==> config.mk <==
export PLATFORM = sky130hd
export DESIGN_NAME = shift_unit
export DESIGN_NICKNAME = d
export VERILOG_FILES = /design/src/rtl/shift_unit_pkg.sv /design/src/rtl/shift_step.sv /design/src/rtl/shift_unit.sv
export SDC_FILE = /design/constraint.sdc
export NUM_CORES = 1
export LEC_CHECK = 0
export BUFFER_PORTS_ARGS = -buffer_cell sky130_fd_sc_hd__buf_2
export CAP_MARGIN = 20
export CORE_MARGIN = 10
export CORE_UTILIZATION = 53
export CTS_BUF_LIST = sky130_fd_sc_hd__clkbuf_16
export CTS_CLUSTER_DIAMETER = 120
export DETAILED_ROUTE_END_ITERATION = 10
export GPL_TIMING_DRIVEN = 0
export PLACE_DENSITY_LB_ADDON = 0.05
export SYNTH_ARGS = -nofsm -noshare
export SYNTH_HDL_FRONTEND = slang
export SYNTH_SLANG_ARGS = --single-unit
==> constraint.sdc <==
create_clock -name clk -period 1.8 [get_ports clk]
set_input_delay 0.18 -clock clk [delete_from_list [all_inputs] [get_ports clk]]
set_output_delay 0.18 -clock clk [all_outputs]
set_load 0.01 [all_outputs]
==> src/rtl/shift_unit_pkg.sv <==
// Shared widths, operation codes and FSM state encoding for the multicycle shift unit.
package shift_unit_pkg;

    localparam int DATA_W  = 32;
    localparam int SHAMT_W = 5;

    localparam logic [2:0] OP_NOP = 3'b000;
    localparam logic [2:0] OP_SLL = 3'b001;
    localparam logic [2:0] OP_SRL = 3'b010;
    localparam logic [2:0] OP_SRA = 3'b011;
    localparam logic [2:0] OP_ROL = 3'b100;
    localparam logic [2:0] OP_ROR = 3'b101;

    typedef enum logic [1:0] {
        ST_IDLE  = 2'd0,
        ST_SHIFT = 2'd1,
        ST_DONE  = 2'd2
    } state_e;

    // NOP and the reserved codes complete without shifting.
    function automatic logic is_shift_op(input logic [2:0] op);
        return (op == OP_SLL) || (op == OP_SRL) || (op == OP_SRA) ||
               (op == OP_ROL) || (op == OP_ROR);
    endfunction

endpackage

==> src/rtl/shift_step.sv <==
// One-bit shift/rotate of a data word; purely combinational.
module shift_step
    import shift_unit_pkg::*;
(
    input  logic [2:0]        op_i,
    input  logic [DATA_W-1:0] d_i,
    output logic [DATA_W-1:0] q_o
);

    always_comb begin
        q_o = d_i;
        case (op_i)
            OP_SLL:  q_o = {d_i[DATA_W-2:0], 1'b0};
            OP_SRL:  q_o = {1'b0, d_i[DATA_W-1:1]};
            OP_SRA:  q_o = {d_i[DATA_W-1], d_i[DATA_W-1:1]};
            OP_ROL:  q_o = {d_i[DATA_W-2:0], d_i[DATA_W-1]};
            OP_ROR:  q_o = {d_i[0], d_i[DATA_W-1:1]};
            default: q_o = d_i;
        endcase
    end

endmodule

==> src/rtl/shift_unit.sv <==
// Multicycle shifter: one bit position per clock, done pulses for one cycle at the end.
// Handshake: start is accepted at a rising edge only in IDLE or DONE; done is a one-cycle pulse.
module shift_unit
    import shift_unit_pkg::*;
(
    input  logic               clk,
    input  logic               reset,
    input  logic               start,
    input  logic [2:0]         op,
    input  logic [SHAMT_W-1:0] shamt,
    input  logic [DATA_W-1:0]  data_in,
    output logic [DATA_W-1:0]  data_out,
    output logic               busy,
    output logic               done
);

    state_e              state_q, state_d;
    logic [DATA_W-1:0]   data_q,  data_d;
    logic [SHAMT_W-1:0]  count_q, count_d;
    logic [2:0]          op_q,    op_d;
    logic [DATA_W-1:0]   step_out;

    shift_step u_step (
        .op_i (op_q),
        .d_i  (data_q),
        .q_o  (step_out)
    );

    always_ff @(posedge clk or posedge reset) begin
        if (reset) begin
            state_q <= ST_IDLE;
            data_q  <= '0;
            count_q <= '0;
            op_q    <= OP_NOP;
        end else begin
            state_q <= state_d;
            data_q  <= data_d;
            count_q <= count_d;
            op_q    <= op_d;
        end
    end

    always_comb begin
        state_d = state_q;
        data_d  = data_q;
        count_d = count_q;
        op_d    = op_q;
        case (state_q)
            ST_IDLE, ST_DONE: begin
                if (start) begin
                    data_d  = data_in;
                    op_d    = op;
                    count_d = shamt;
                    if ((shamt == '0) || !is_shift_op(op))
                        state_d = ST_DONE;
                    else
                        state_d = ST_SHIFT;
                end else if (state_q == ST_DONE) begin
                    state_d = ST_IDLE;
                end
            end
            ST_SHIFT: begin
                data_d  = step_out;
                count_d = count_q - SHAMT_W'(1);
                if (count_q == SHAMT_W'(1))
                    state_d = ST_DONE;
            end
            default: state_d = ST_IDLE;
        endcase
    end

    assign data_out = data_q;
    assign busy     = (state_q == ST_SHIFT);
    assign done     = (state_q == ST_DONE);

endmodule

==> results.md, run 1 <==
* Sequential cell area at 0.00105 mm2
* Most used DFF post-synth: dfrtp_1
* Max-slew violation count at 0
* Final nets at 495
* Tot Pwr at 7.70 mW
* Peak VDD IR at 1.09 mV
* ANT nets after route at 0
* Fmax at 0.586 GHz
* Total track usage at 19.5%
* CTS buffer count at 5
* Placeable Area at 0.00511 mm2
* CP most frequent cell: buf_4
* Final worst path period share at 94.8%
* Initial Utilization at 54.8%
* Synthesized cell area at 0.00280 mm2
* Slowest-stage cell, CP: dfrtp_1
* Tightest Pin Transition at 0.497 ns
* Setup slack, reg-to-reg at 0.09 ns
* Power density over the cells at 2220 mW/mm2
* DRT iter0 DRCs at 127
* Diodes inserted at 0
* Largest net degree at the start of global routing at 43
* Setup CP Type: flop to flop
* Yosys reg bits at 42
* Status: finished, final reports clean
* Static Leak at 1.59 nW
* Post-synthesis net count at 409
* Max_cap viols at 0
* Crit path DAT at 1.86 ns
* Clk slew on worst S/H paths at 0.06 ns
* Cell variety after synth at 35
* I/O pin cnt at 77
* Critical Path Start Type: flop
* Routed WL at 8340 um
* Drt drc at 0
* Setup_tns at 0 ns
* Port Buf Inserts at 76
* Sink Count at 42
* Syn. warnings at 0
* Share of the synthesized area in the top cell type at 37.6%
* Hold Crit Class: input pin to flop
* DIE WIDTH at 92.7 um
* Top-count cell post-synth: nand2_1
* Die Y at 92.7 um
* Final core utilization at 68.1%
* CTS root buffer: clkbuf_16
* Skew-Pair Late Insertion Delay at 0.28 ns
* Area occupied by multi-input gates at 0.00154 mm2
* H-Tree Depth at 2
* Area growth from synthesis to layout at 24.2%
* Final hold vios at 0
* Vias per std cell at 5.84
* Row cnt at 26
* Die area at 0.00859 mm2
* CP max FO at 10
* Async S/R FF share, synth at 100%
* Fraction of layout cells with a size suffix above 1 at 23.8%
* Gr ovfl total at 0
* Slowest stage delay, CP at 0.40 ns
* Cell taking the most area after synthesis: dfrtp_1
* RD Place Congestion at 0.858
* Most common library cells after synthesis: nand2_1, dfrtp_1, a31oi_1
* Min Tclk post-route at 1.71 ns
* Worst EP required at 1.96 ns
* RSZ-0062 raised after global routing: no
* First-pass GRT wire length at 14,100 um
* Initial antenna violation count at 0
* Clock Skews at 0.00317 ns
* Register area share after synthesis at 37.6%
* EDFF count, synth at 0
* Final Setup Violations at 0
* Largest buffer count on any clock path at 2
* Drt first pass iters at 6
* Hold_ws at 0.104 ns
* Filler cells at 438
* Vias in the first global route at 2,979
* Relative slew margins at 66.8%
* Syn_area_per_cell at 7.69 um2
* CTS tree: built
* Hpwl dp at 6020 um
* Routed vias at 3,036
* Mapped Cells at 364
* Wirelength per Cell at 16.0 um
* Cell Chain, Critical Path: buf_2, nor3_1, o31ai_4, buf_4, buf_4, nor2_1, a31oi_1
* Worst setup EP type: flop
* Top cells by area, synth: dfrtp_1, nand2_1, a31oi_1
## final timing paths
| check | endpoint | from | cells past startpoint |
|---|---|---|---|
| max reg2reg | data_out[17] | op_q[1] | 7 |
| min reg2reg | count_q[4] | count_q[4] | 2 |
| min | op_q[0] | op[0] | 3 |
| min in group asynchronous | data_out[9] | reset | 4 |
| max in group asynchronous | data_out[21] | reset | 4 |
| max | data_out[17] | op_q[1] | 7 |
## critical path, delay by kind of cell (launching register included)
kind	cells	cell delay (ns)
flip-flops	1	0.40
AND/OR/NAND/NOR	2	0.49
AO/OA/AOI/OAI	2	0.13
buffers and inverters	3	0.55
## power by group
group	leakage, nW	internal (mW)	switching (mW)
Sequential	0.479	1.46	0.607
Clock	0.0773	0.642	0.362
Combinational	1.03	1.93	2.70
Total	1.59	4.03	3.67
## kinds of logic (layout without fill, tap and decap cells)
group           count (synthesis)  count (layout)  synth area share [%]
flops                          42              42                  37.6
simple gates                  159             159                  25.0
compound gates                112             112                  29.0
buf+inv                        49             135                  7.55
fa+ha+maj                       2               2                 0.894
## placed cells by master (no fill, tap or decap), drive strengths merged, types with 3 or more instances in the layout
master,count
a211oi,22
nor3,3
nor2b,23
a311o,20
dfrtp,42
nand2,86
o21ai,16
buf,97
nand2b,5
clkbuf,19
nor2,34
inv,15
a31oi,40
## layer usage
| layer | wire length [um] | track usage, % | up-vias |
|---|---|---|---|
| met4 | 77 | 4.63 | 0 |
| met1 | 3610 | 23.1 | 1439 |
| li1 | - | - | 1469 |
| met2 | 4030 | 33.9 | 116 |
| met5 | 0 | 0 | - |
| met3 | 629 | 5.57 | 12 |
## layout make-up
type / instances / area share (%)
Multi-Input combinational cell: 273 / 44.2
Sequential cell: 42 / 30.2
Timing Repair Buffer: 79 / 12.0
Buffer: 33 / 4.72
Clock buffer: 5 / 3.60
Tap cell: 70 / 2.52
Inverter: 16 / 1.73
Clock inverter: 2 / 0.972
## sequential cells by signal, summed over array words and instances, names as in the netlist
name,cells
data_out,32
state_q,2
count_q,5
op_q,3
## stage by stage
step | cell area, um2 | setup WS (ns) | std cells
floorplan | 2800 | 0.345 | 364
global placement | 3270 | 0.0302 | 510
detailed placement | 3290 | 0.0921 | 511
CTS | 3460 | 0.0699 | 519
global route | 3480 | 0.00180 | 520
finish | 3480 | 0.0943 | 520
## timing repair
| action | in CTS | in global routing |
|---|---|---|
| hold buffers | 1 | 0 |
| resized for setup | 0 | 11 |
| buffers inserted | 0 | 1 |
| hold endpoints to repair | 42 | 0 |
| endpoints found under the setup margin | 0 | 27 |
(Power assumes the default switching activity.)
==> run 2: changes to the inputs <==
Settings changed: ABC_AREA from default to 1.
==> run 2 against run 1 <==
Final area up 1.1%. Power down 0.64%. Synthesized area up 2.9%. Non-clock buffer count down 4. Critical path depth down 4.
==> results.md, run 2 <==
* Vias per std cell at 5.09
* Clock Skews at 0.00409 ns
* Diodes inserted at 0
* Sink Count at 42
* Min Tclk post-route at 1.66 ns
* Synthesized cell area at 0.00288 mm2
* CTS buffer count at 5
* Synth Area in Adders at 0.869%
* Most common library cells after synthesis: nor2_1, nand2_1, nand3_1
* Slowest-stage cell, CP: dfrtp_1
* Setup_tns at 0 ns
* DRT iter0 DRCs at 226
* Post-CTS Resized at 0
* Power density over the cells at 2180 mW/mm2
* Wirelength per Cell at 13.3 um
* Share of the synthesized area in the top cell type at 36.5%
* DIE WIDTH at 93.7 um
* Gr ovfl total at 0
* RSZ-0062 raised after global routing: no
* Crit path DAT at 1.48 ns
* Register area share after synthesis at 36.5%
* Top-count cell post-synth: nor2_1
* Final worst path period share at 92.5%
* Final nets at 588
* Post-CTS Setup Bufs at 0
* Largest buffer count on any clock path at 2
* Largest family of logic cells by synthesized area: simple AND/OR/NAND/NOR gates
* CP max FO at 10
* Port Buf Inserts at 76
* Fraction of layout cells with a size suffix above 1 at 22.2%
* Hold Crit Class: input pin to flop
* Drt drc at 0
* Fmax at 0.601 GHz
* Largest net degree at the start of global routing at 30
* CP top delay family: buffers and inverters
* Skew-Pair Late Insertion Delay at 0.29 ns
* Die Y at 93.7 um
* Number of flip-flops in the largest register at 32
* Setup WS pre-CTS at 0.305 ns
* Post-Synth XOR/XNOR Area at 0.913%
* Most used DFF post-synth: dfrtp_1
* Critical Path Start Type: flop
* First-pass GRT wire length at 13,500 um
* Routed WL at 8170 um
* Setup CP Type: flop to output port
* I/O pin cnt at 77
* Cts hold-fix bufs at 1
* Hpwl dp at 6030 um
* Slowest stage delay, CP at 0.41 ns
* Post-synthesis compound-gate area fraction at 8.00%
* Tightest Pin Transition at 0.466 ns
* Mux share of post-synthesis cell area at 0.391%
* Syn. warnings at 0
* Die area at 0.00878 mm2
* Cell Chain, Critical Path: nor2_4, buf_1, buf_2
* Status: finished, final reports clean
* Final hold vios at 0
* WP buf/inv at 2
* Max-slew violation count at 0
* Initial antenna violation count at 0
* Yosys reg bits at 42
* Placed insts at 605
* Total track usage at 18.7%
* Tot Pwr at 7.65 mW
* Synth Area in Simple Gates at 41.9%
* Most common cell after layout, fill and taps aside: nor2_1
* ANT nets after route at 0
* Setup WS post-layout at 0.136 ns
* Async S/R FF share, synth at 100%
* Final std cells w/o fill at 614
* Cell variety after synth at 24
* EDFF count, synth at 0
* Mapped Cells at 458
* CTS root buffer: clkbuf_16
* Initial Utilization at 55.7%
* Most frequent cells in the layout: nor2_1, buf_2, nand2_1
* Max_cap viols at 0
* CTS tree: built
* Top cells by area, synth: dfrtp_1, nor2_1, nand3_1
* H-Tree Depth at 2
* Routed vias at 3,128
* Worst setup EP type: output port
* Area growth from synthesis to layout at 22.1%
* Drt first pass iters at 5
* Worst EP required at 1.62 ns
* Static Leak at 1.96 nW
* Vias in the first global route at 2,966
* Cell taking the most area after synthesis: dfrtp_1
* RD Place Congestion at 0.872
* Placeable Area at 0.00517 mm2
* Syn_area_per_cell at 6.29 um2
* Clk slew on worst S/H paths at 0.06 ns
* Row cnt at 26
* Post-synthesis net count at 503
* Final Setup Violations at 0
* Peak VDD IR at 0.981 mV
* Relative slew margins at 68.9%
run 2: cell count changes after synthesis, sizes merged, moves of 10 or more:
cell	change
a211oi	-22
nand3	+72
nor2b	-23
nor2	+97
clkbuf	-10
a21oi	+29
a31oi	-40
inv	+32
a311o	-20
run 2: kinds of logic after synthesis:
family	count (synthesis)
simple gates	289
buf+inv	77
compound gates	44
flops	42
xor+xnor	3
fa+ha+maj	2
mux	1
run 2: worst register-to-register path: stages (launching register included):
cell	delay (ns)
dfrtp_1	0.41
nor2_4	0.19
inv_2	0.07
buf_2	0.19
buf_2	0.21
nand2_1	0.09
nand3_1	0.08
nor2_1	0.13
nor2_1	0.05
run 2: path summary, 6_finish.rpt:
path | startpoint | to | slack [ns] | cells after the start
worst min-delay path | op[0] | op_q[0] | 0.15 | 2
worst max register to register | state_q[1] | data_out[8] | 0.29 | 8
max in group asynchronous | reset | count_q[0] | 0.93 | 4
worst max-delay path | state_q[1] | busy | 0.14 | 3
min in group asynchronous | reset | data_out[21] | 0.40 | 3
worst min register to register | count_q[3] | count_q[3] | 0.48 | 2
run 2: metrics by stage:
| stage | util [%] | area (um2) | hold slack (ns) |
|---|---|---|---|
| final | 67.9 | 3510 | 0.149 |
| after global routing | 67.9 | 3510 | 0.159 |
| after CTS | 67.9 | 3510 | 0.148 |
| after detailed placement | 65.1 | 3370 | 0.164 |
| after global placement | 64.7 | 3350 | 0.430 |
| after floorplan | - | 2880 | 0.331 |
run 2: routing by layer:
metal / GRT usage [%] / vias to the layer above / routed length [um]
li1: - / 1604 / -
met1: 22.9 / 1414 / 3540
met2: 31.4 / 101 / 3900
met3: 5.20 / 9 / 631
met4: 5.06 / 0 / 94
met5: 0 / - / 0
run 2: cell type report:
class                           instances  area [um2]
Fill cell                             495        1660
Timing Repair Buffer                   78         410
Tap cell                               70        87.6
Clock inverter                          3        12.5
Buffer                                 30         153
Clock buffer                            5         125
Multi-Input combinational cell        339        1500
Inverter                               47         176
Sequential cell                        42        1050
run 2: power breakdown:
part           switching, mW  internal [mW]
Clock                  0.370          0.502
Sequential             0.509           1.47
Combinational           2.99           1.81
